## config.mk

```make
export PLATFORM = sky130hd
export DESIGN_NAME = bus_cmd_master
export DESIGN_NICKNAME = d
export VERILOG_FILES = /design/src/rtl/bus_cmd_master_pkg.sv /design/src/rtl/bus_cmd_timeout.sv /design/src/rtl/bus_cmd_master.sv
export SDC_FILE = /design/constraint.sdc
export NUM_CORES = 1
export LEC_CHECK = 0
export ABC_CLOCK_PERIOD_IN_PS = 4600
export CAP_MARGIN = 20
export CELL_PAD_IN_SITES_DETAIL_PLACEMENT = 1
export CELL_PAD_IN_SITES_GLOBAL_PLACEMENT = 2
export CORE_MARGIN = 3
export CORE_UTILIZATION = 37
export DETAILED_ROUTE_END_ITERATION = 8
export GPL_TIMING_DRIVEN = 0
export PLACE_DENSITY = 0.85
export SYNTH_ARGS = -nofsm -noshare
export SYNTH_HDL_FRONTEND = slang
export SYNTH_HIERARCHICAL = 1
export SYNTH_SLANG_ARGS = --single-unit
```

## constraint.sdc

```tcl
create_clock -name clk_i -period 4.6 [get_ports clk_i]
set_input_delay 0.92 -clock clk_i [delete_from_list [all_inputs] [get_ports clk_i]]
set_output_delay 0.92 -clock clk_i [all_outputs]
set_load 0.005 [all_outputs]
```

## src/rtl/bus_cmd_master_pkg.sv

```systemverilog
// Shared constants and types for the host-link bus initiator.
// Holds the command opcodes, the response bytes, the burst count width
// and the controller state encoding used by bus_cmd_master.
package bus_cmd_master_pkg;

   // Command opcodes received from the host link
   localparam logic [7:0] OP_WRITE = 8'h57;
   localparam logic [7:0] OP_READ  = 8'h52;

   // Single-byte responses sent back to the host link
   localparam logic [7:0] RSP_ACK  = 8'h4B;
   localparam logic [7:0] RSP_ERR  = 8'h3F;

   // Nine bits so that a count byte of zero can stand for 256
   localparam int CountWidth = 9;

   typedef enum logic [3:0] {
      S_IDLE,
      S_ADDR_HI,
      S_ADDR_LO,
      S_COUNT,
      S_WR_DATA,
      S_WR_GNT,
      S_WR_STB,
      S_RD_GNT,
      S_RD_ADR,
      S_RD_LAT,
      S_RD_SEND,
      S_ACK,
      S_ERR
   } state_t;

endpackage

```

## src/rtl/bus_cmd_timeout.sv

```systemverilog
// Inter-byte inactivity timer for the command parser.
// Ports:
//   clk_i, reset_i : clock and asynchronous active-high reset
//   clear          : reload the full interval (a byte arrived, or not parsing)
//   enable         : count down this cycle
//   expire         : the interval has run out while enabled
module bus_cmd_timeout #(
   parameter int Cycles = 50000000
) (
   input  logic clk_i,
   input  logic reset_i,
   input  logic clear,
   input  logic enable,
   output logic expire
);

   localparam int CountW = $clog2(Cycles + 1);

   logic [CountW-1:0] remaining;

   // Down-counter loaded with Cycles-1 so that expire fires on the
   // Cycles-th enabled cycle after the last clear; it parks at zero.
   always_ff @(posedge clk_i or posedge reset_i) begin
      if (reset_i) begin
         remaining <= CountW'(Cycles - 1);
      end else if (clear) begin
         remaining <= CountW'(Cycles - 1);
      end else if (enable && (remaining != '0)) begin
         remaining <= remaining - CountW'(1);
      end
   end

   // A clear in the same cycle wins, since a fresh byte means activity
   assign expire = enable && !clear && (remaining == '0);

endmodule

```

## src/rtl/bus_cmd_master.sv

```systemverilog
// Byte-stream driven bus initiator used by the host link to peek and poke
// memory and peripherals on the CPU bus.
// Ports:
//   clk_i, reset_i            : clock and asynchronous active-high reset
//   rx_data_i/valid_i/ready_o : incoming command bytes
//   tx_data_o/valid_o/ready_i : outgoing response bytes
//   bus_req_o, bus_gnt_i      : bus ownership handshake with the top level
//   address_o, data_o, rd_wr_o: bus cycle drive, zero when not in a cycle
//   data_i                    : muxed bus read data
module bus_cmd_master
   import bus_cmd_master_pkg::*;
#(
   parameter int address_width = 16,
   parameter int data_width    = 8,
   parameter int ReadLatency   = 1,
   parameter int TimeoutCycles = 50000000
) (
   input  logic                     clk_i,
   input  logic                     reset_i,
   input  logic [7:0]               rx_data_i,
   input  logic                     rx_valid_i,
   output logic                     rx_ready_o,
   output logic [7:0]               tx_data_o,
   output logic                     tx_valid_o,
   input  logic                     tx_ready_i,
   output logic                     bus_req_o,
   input  logic                     bus_gnt_i,
   output logic [address_width-1:0] address_o,
   output logic [data_width-1:0]    data_o,
   input  logic [data_width-1:0]    data_i,
   output logic                     rd_wr_o
);

   localparam int LatW = (ReadLatency > 1) ? $clog2(ReadLatency) : 1;

   state_t                  state;
   state_t                  next_state;
   logic [address_width-1:0] addr;
   logic [CountWidth-1:0]   count;
   logic [data_width-1:0]   wdata;
   logic                    is_write;
   logic [LatW-1:0]         lat_cnt;
   logic                    rx_fire;
   logic                    tx_fire;
   logic                    last_byte;
   logic                    lat_done;
   logic                    parsing;
   logic                    expired;

   assign rx_fire   = rx_valid_i && rx_ready_o;
   assign tx_fire   = tx_valid_o && tx_ready_i;
   assign last_byte = (count == CountWidth'(1));
   assign lat_done  = (lat_cnt == LatW'(ReadLatency - 1));
   assign parsing   = (state == S_ADDR_HI) || (state == S_ADDR_LO) ||
                      (state == S_COUNT)   || (state == S_WR_DATA);

   // The timer only runs while a partially received command is pending;
   // outside those states it is held at its reload value.
   bus_cmd_timeout #(
      .Cycles (TimeoutCycles)
   ) u_timeout (
      .clk_i   (clk_i),
      .reset_i (reset_i),
      .clear   (rx_fire || !parsing),
      .enable  (parsing),
      .expire  (expired)
   );

   // State register
   always_ff @(posedge clk_i or posedge reset_i) begin
      if (reset_i) begin
         state <= S_IDLE;
      end else begin
         state <= next_state;
      end
   end

   // Next-state logic plus all state-decoded outputs. Bus drive lines are
   // zero outside an active cycle so the top level can OR/mux them safely.
   // A byte arriving on the same cycle as a timeout is still accepted.
   always_comb begin
      next_state = state;
      rx_ready_o = 1'b0;
      tx_valid_o = 1'b0;
      bus_req_o  = 1'b0;
      address_o  = '0;
      data_o     = '0;
      rd_wr_o    = 1'b0;
      case (state)
         S_IDLE: begin
            rx_ready_o = 1'b1;
            if (rx_valid_i) begin
               if ((rx_data_i == OP_WRITE) || (rx_data_i == OP_READ)) begin
                  next_state = S_ADDR_HI;
               end else begin
                  next_state = S_ERR;
               end
            end
         end
         S_ADDR_HI: begin
            rx_ready_o = 1'b1;
            if (rx_valid_i)   next_state = S_ADDR_LO;
            else if (expired) next_state = S_IDLE;
         end
         S_ADDR_LO: begin
            rx_ready_o = 1'b1;
            if (rx_valid_i)   next_state = S_COUNT;
            else if (expired) next_state = S_IDLE;
         end
         S_COUNT: begin
            rx_ready_o = 1'b1;
            if (rx_valid_i)   next_state = is_write ? S_WR_DATA : S_RD_GNT;
            else if (expired) next_state = S_IDLE;
         end
         S_WR_DATA: begin
            rx_ready_o = 1'b1;
            if (rx_valid_i)   next_state = S_WR_GNT;
            else if (expired) next_state = S_IDLE;
         end
         S_WR_GNT: begin
            bus_req_o = 1'b1;
            if (bus_gnt_i) next_state = S_WR_STB;
         end
         S_WR_STB: begin
            bus_req_o  = 1'b1;
            address_o  = addr;
            data_o     = wdata;
            rd_wr_o    = 1'b1;
            next_state = last_byte ? S_ACK : S_WR_DATA;
         end
         S_RD_GNT: begin
            bus_req_o = 1'b1;
            if (bus_gnt_i) next_state = S_RD_ADR;
         end
         S_RD_ADR: begin
            bus_req_o  = 1'b1;
            address_o  = addr;
            next_state = S_RD_LAT;
         end
         S_RD_LAT: begin
            bus_req_o = 1'b1;
            address_o = addr;
            if (lat_done) next_state = S_RD_SEND;
         end
         S_RD_SEND: begin
            tx_valid_o = 1'b1;
            if (tx_ready_i) next_state = last_byte ? S_IDLE : S_RD_GNT;
         end
         S_ACK, S_ERR: begin
            tx_valid_o = 1'b1;
            if (tx_ready_i) next_state = S_IDLE;
         end
         default: next_state = S_IDLE;
      endcase
   end

   // Command fields, burst address/count bookkeeping and the response byte.
   // The response register only changes when a new byte is about to be
   // presented, which keeps tx_data_o stable under backpressure. Read data
   // is captured on the last latency cycle, ReadLatency cycles after the
   // address first appeared.
   always_ff @(posedge clk_i or posedge reset_i) begin
      if (reset_i) begin
         addr      <= '0;
         count     <= '0;
         wdata     <= '0;
         is_write  <= 1'b0;
         lat_cnt   <= '0;
         tx_data_o <= '0;
      end else begin
         case (state)
            S_IDLE: begin
               if (rx_fire) begin
                  is_write <= (rx_data_i == OP_WRITE);
                  if ((rx_data_i != OP_WRITE) && (rx_data_i != OP_READ)) begin
                     tx_data_o <= RSP_ERR;
                  end
               end
            end
            S_ADDR_HI: if (rx_fire) addr <= address_width'({rx_data_i, addr[7:0]});
            S_ADDR_LO: if (rx_fire) addr <= address_width'({addr[address_width-1:8], rx_data_i});
            S_COUNT: begin
               if (rx_fire) begin
                  count <= (rx_data_i == 8'd0) ? CountWidth'(256) : CountWidth'(rx_data_i);
               end
            end
            S_WR_DATA: if (rx_fire) wdata <= data_width'(rx_data_i);
            S_WR_STB: begin
               addr  <= addr + address_width'(1);
               count <= count - CountWidth'(1);
               if (last_byte) tx_data_o <= RSP_ACK;
            end
            S_RD_ADR: lat_cnt <= '0;
            S_RD_LAT: begin
               lat_cnt <= lat_cnt + LatW'(1);
               if (lat_done) tx_data_o <= 8'(data_i);
            end
            S_RD_SEND: begin
               if (tx_fire) begin
                  addr  <= addr + address_width'(1);
                  count <= count - CountWidth'(1);
               end
            end
            default: ;
         endcase
      end
   end

endmodule

```

==> out/summary.txt <==
Placer congestion estimate -> 0.894
Synthesized cell area -> 4690 um2
Core Footprint -> 12200 um2
Clk buf depth -> 2
DIE WIDTH -> 119 um
Synth top area cells -> dfrtp_1 29%, dfstp_2 10%, a21oi_1 3.7%
Wirelength per Cell -> 19.2 um
Maximum vdd ir drop -> 0.000336 V
Setup TNS -> 0 ns
Setup Slack @ Placement -> 0.636 ns
CP max-delay cell -> nor4_1
First-pass GRT wire length -> 24.5 mm
Average cell area after synthesis -> 8.88 um2
GR Util All Layers -> 21.6%
Drt drc -> 0
Nets -> 620
Main synth FF type -> dfrtp_1
Setup slack after layout -> 0.922 ns
Most frequent cell after synthesis -> dfrtp_1
Antenna diodes -> 0
GRT overflow -> 0
Relative slew slack -> 61.3%
Finished Layout Cells -> 768
Final Hold Vio Count -> 0
Router iterations before antenna repair -> 4
Number of global-route vias before repair -> 4664
Routed vias/inst -> 5.65
Yosys Warn Count -> 6
Syn Nets -> 553
Post-synth top area share -> 29.4%
Postcts setup bufs -> 0
RSZ-0062 raised after global routing -> false
Hpwl dp -> 10.6 mm
Worst skew pair latency -> 0.35 ns
Initial antenna violation count -> 0
WP data required -> 4.81 ns
Synth cell count leaders -> 55 x dfrtp_1, 41 x nor2_1, 38 x nand2_1
Die Footprint -> 14100 um2
Largest net degree at the start of global routing -> 27
Yosys top cell by area -> dfrtp_1
Final worst path period need -> 3.68 ns
Sequential share of the synthesized area -> 39.4%
Post_cts resized -> 0
Critical path arrival -> 3.89 ns
H-tree depth -> 3
Yosys reg bits -> 73
Final WL -> 14.7 mm
Startpoint types -> input pin
Lkg Pwr -> 0.00217 uW
Distinct cells, synth -> 69
Clk_skew -> 0.00598 ns
Area Growth Syn to Fin -> 23.2%
Worst-margin pin slew -> 0.580 ns
Drt initial violations -> 196
Cts bufs inserted -> 9
Family with the most delay on the worst path -> simple AND/OR/NAND/NOR gates
Bufs and invs on worst path -> 4
CP Cell Sequence -> clkdlybuf4s50_1, buf_2, or3_1, clkbuf_1, nor4_1, inv_1, o21ai_0, a21oi_1, nor4bb_1, o21ai_1
Design Power -> 3180 uW
Chip height -> 119 um
CTS sink cnt -> 73
CP peak stage delay -> 0.57 ns
Critical path type -> input pin to register
PwrDens -> 550 nW/um2
Post-Syn Instances -> 528
Post-synth EDFFs -> 0
Hold/Removal Path Class -> register to register
DR vias -> 4343
Rows -> 40
Io pins -> 57
Fraction of registers with async set/reset -> 100%
R2r setup slk -> 1.04 ns
Setup violators final -> 0
Maxcap violations -> 0
Worst-path clk slew -> 0.06 ns
Ratio of cells with drive above 1 in the final layout -> 15.2%
TritonCTS clock tree -> built
Critical path endpoint category -> register
DRT antenna net count -> 0
Max Clk Rate -> 0.272 GHz
Hold buffers post-CTS -> 0
Root buf cell -> clkbuf_16
Period Utilization, post-route -> 79.9%
Slew Viols, Final -> 0
Buffers on Ports -> 54
Run status -> completed
Starting Density -> 38.4%
Worst-path fanout max -> 10
Inst Count DP -> 751
[kinds of logic after synthesis]
| family | after synthesis | share of synthesized area (%) |
|---|---|---|
| compound gates | 143 | 20.2 |
| xor+xnor | 9 | 1.68 |
| fa+ha+maj | 4 | 1.07 |
| buf+inv | 53 | 5.66 |
| flops | 73 | 39.4 |
| mux | 16 | 3.66 |
| simple gates | 230 | 28.3 |
[final timing paths]
path                                  from                      end  depth (start not counted)
worst max-delay path            rx_valid_i                 state[2]                         10
worst min-delay path               lat_cnt                  lat_cnt                          1
worst max register to register    state[0]                 state[2]                         13
worst min register to register     lat_cnt                  lat_cnt                          1
max in group asynchronous          reset_i                 count[5]                          3
min in group asynchronous          reset_i  u_timeout/remaining[16]                          2
[cell usage in the layout (no fill, tap or decap), types with 5 or more instances in the layout]
cell type,instances
nor2_1,41
dfstp_2,18
or3_1,15
a21o_1,5
buf_2,14
a21oi_1,35
mux2_2,9
nand4_1,6
dfrtp_1,55
nor3_1,18
a32oi_1,6
inv_1,19
o31ai_1,6
and3_1,12
o21ai_1,12
clkbuf_1,12
nor2b_1,22
or4_1,7
buf_4,5
nand2_1,38
mux2i_1,7
nand3_1,13
clkdlybuf4s50_1,54
o21ai_0,35
clkbuf_16,9
nand2b_1,12
o31a_1,7
xnor2_1,7
nor4_1,15
[final cells by class]
cell class	instances	area [um2]
Buffer	32	186
Clock buffer	13	250
Clock inverter	3	40.0
Fill cell	1488	6430
Inverter	21	78.8
Multi-Input combinational cell	402	2570
Sequential cell	73	1850
Tap cell	168	210
Timing Repair Buffer	56	588
[metal layers]
layer	up-vias	track usage, %	part of all wire (%)
met3	20	4.35	4.3
met1	2165	27.5	44
li1	2066	-	-
met2	92	37.1	50
met5	-	0	0
met4	0	6.59	1.7
[power breakdown]
group	switching (uW)	leakage (uW)	internal, uW
clock network	280	0.000144	434
logic	854	0.00115	613
registers	165	0.000879	830
[registers in the layout (all words and copies together) (netlist names)]
register             count
wdata                    8
lat_cnt                  1
is_write                 1
tx_data_o                8
addr                    16
u_timeout/remaining     26
state                    4
count                    9
[worst register-to-register path, cell delays in order, from the launching register on]
cell and delay, ns:
dfrtp_1 0.41, buf_4 0.22, buf_2 0.25, nor2_1 0.14, nor2_1 0.13, nor2_1 0.08
or3_1 0.47, clkbuf_1 0.29, nor4_1 0.57, inv_1 0.09, o21ai_0 0.22, a21oi_1 0.10
nor4bb_1 0.33, o21ai_1 0.14
[metrics by stage]
step / hold WS, ns / utilization, % / area, um2
finish: 0.493 / 47.3 / 5780
global route: 0.516 / 47.3 / 5780
CTS: 0.499 / 47.1 / 5750
detailed placement: 0.490 / 44.7 / 5460
global placement: 0.477 / 44.5 / 5440
floorplan: 0.448 / - / 4690
Power figures use the tool's default switching activity.
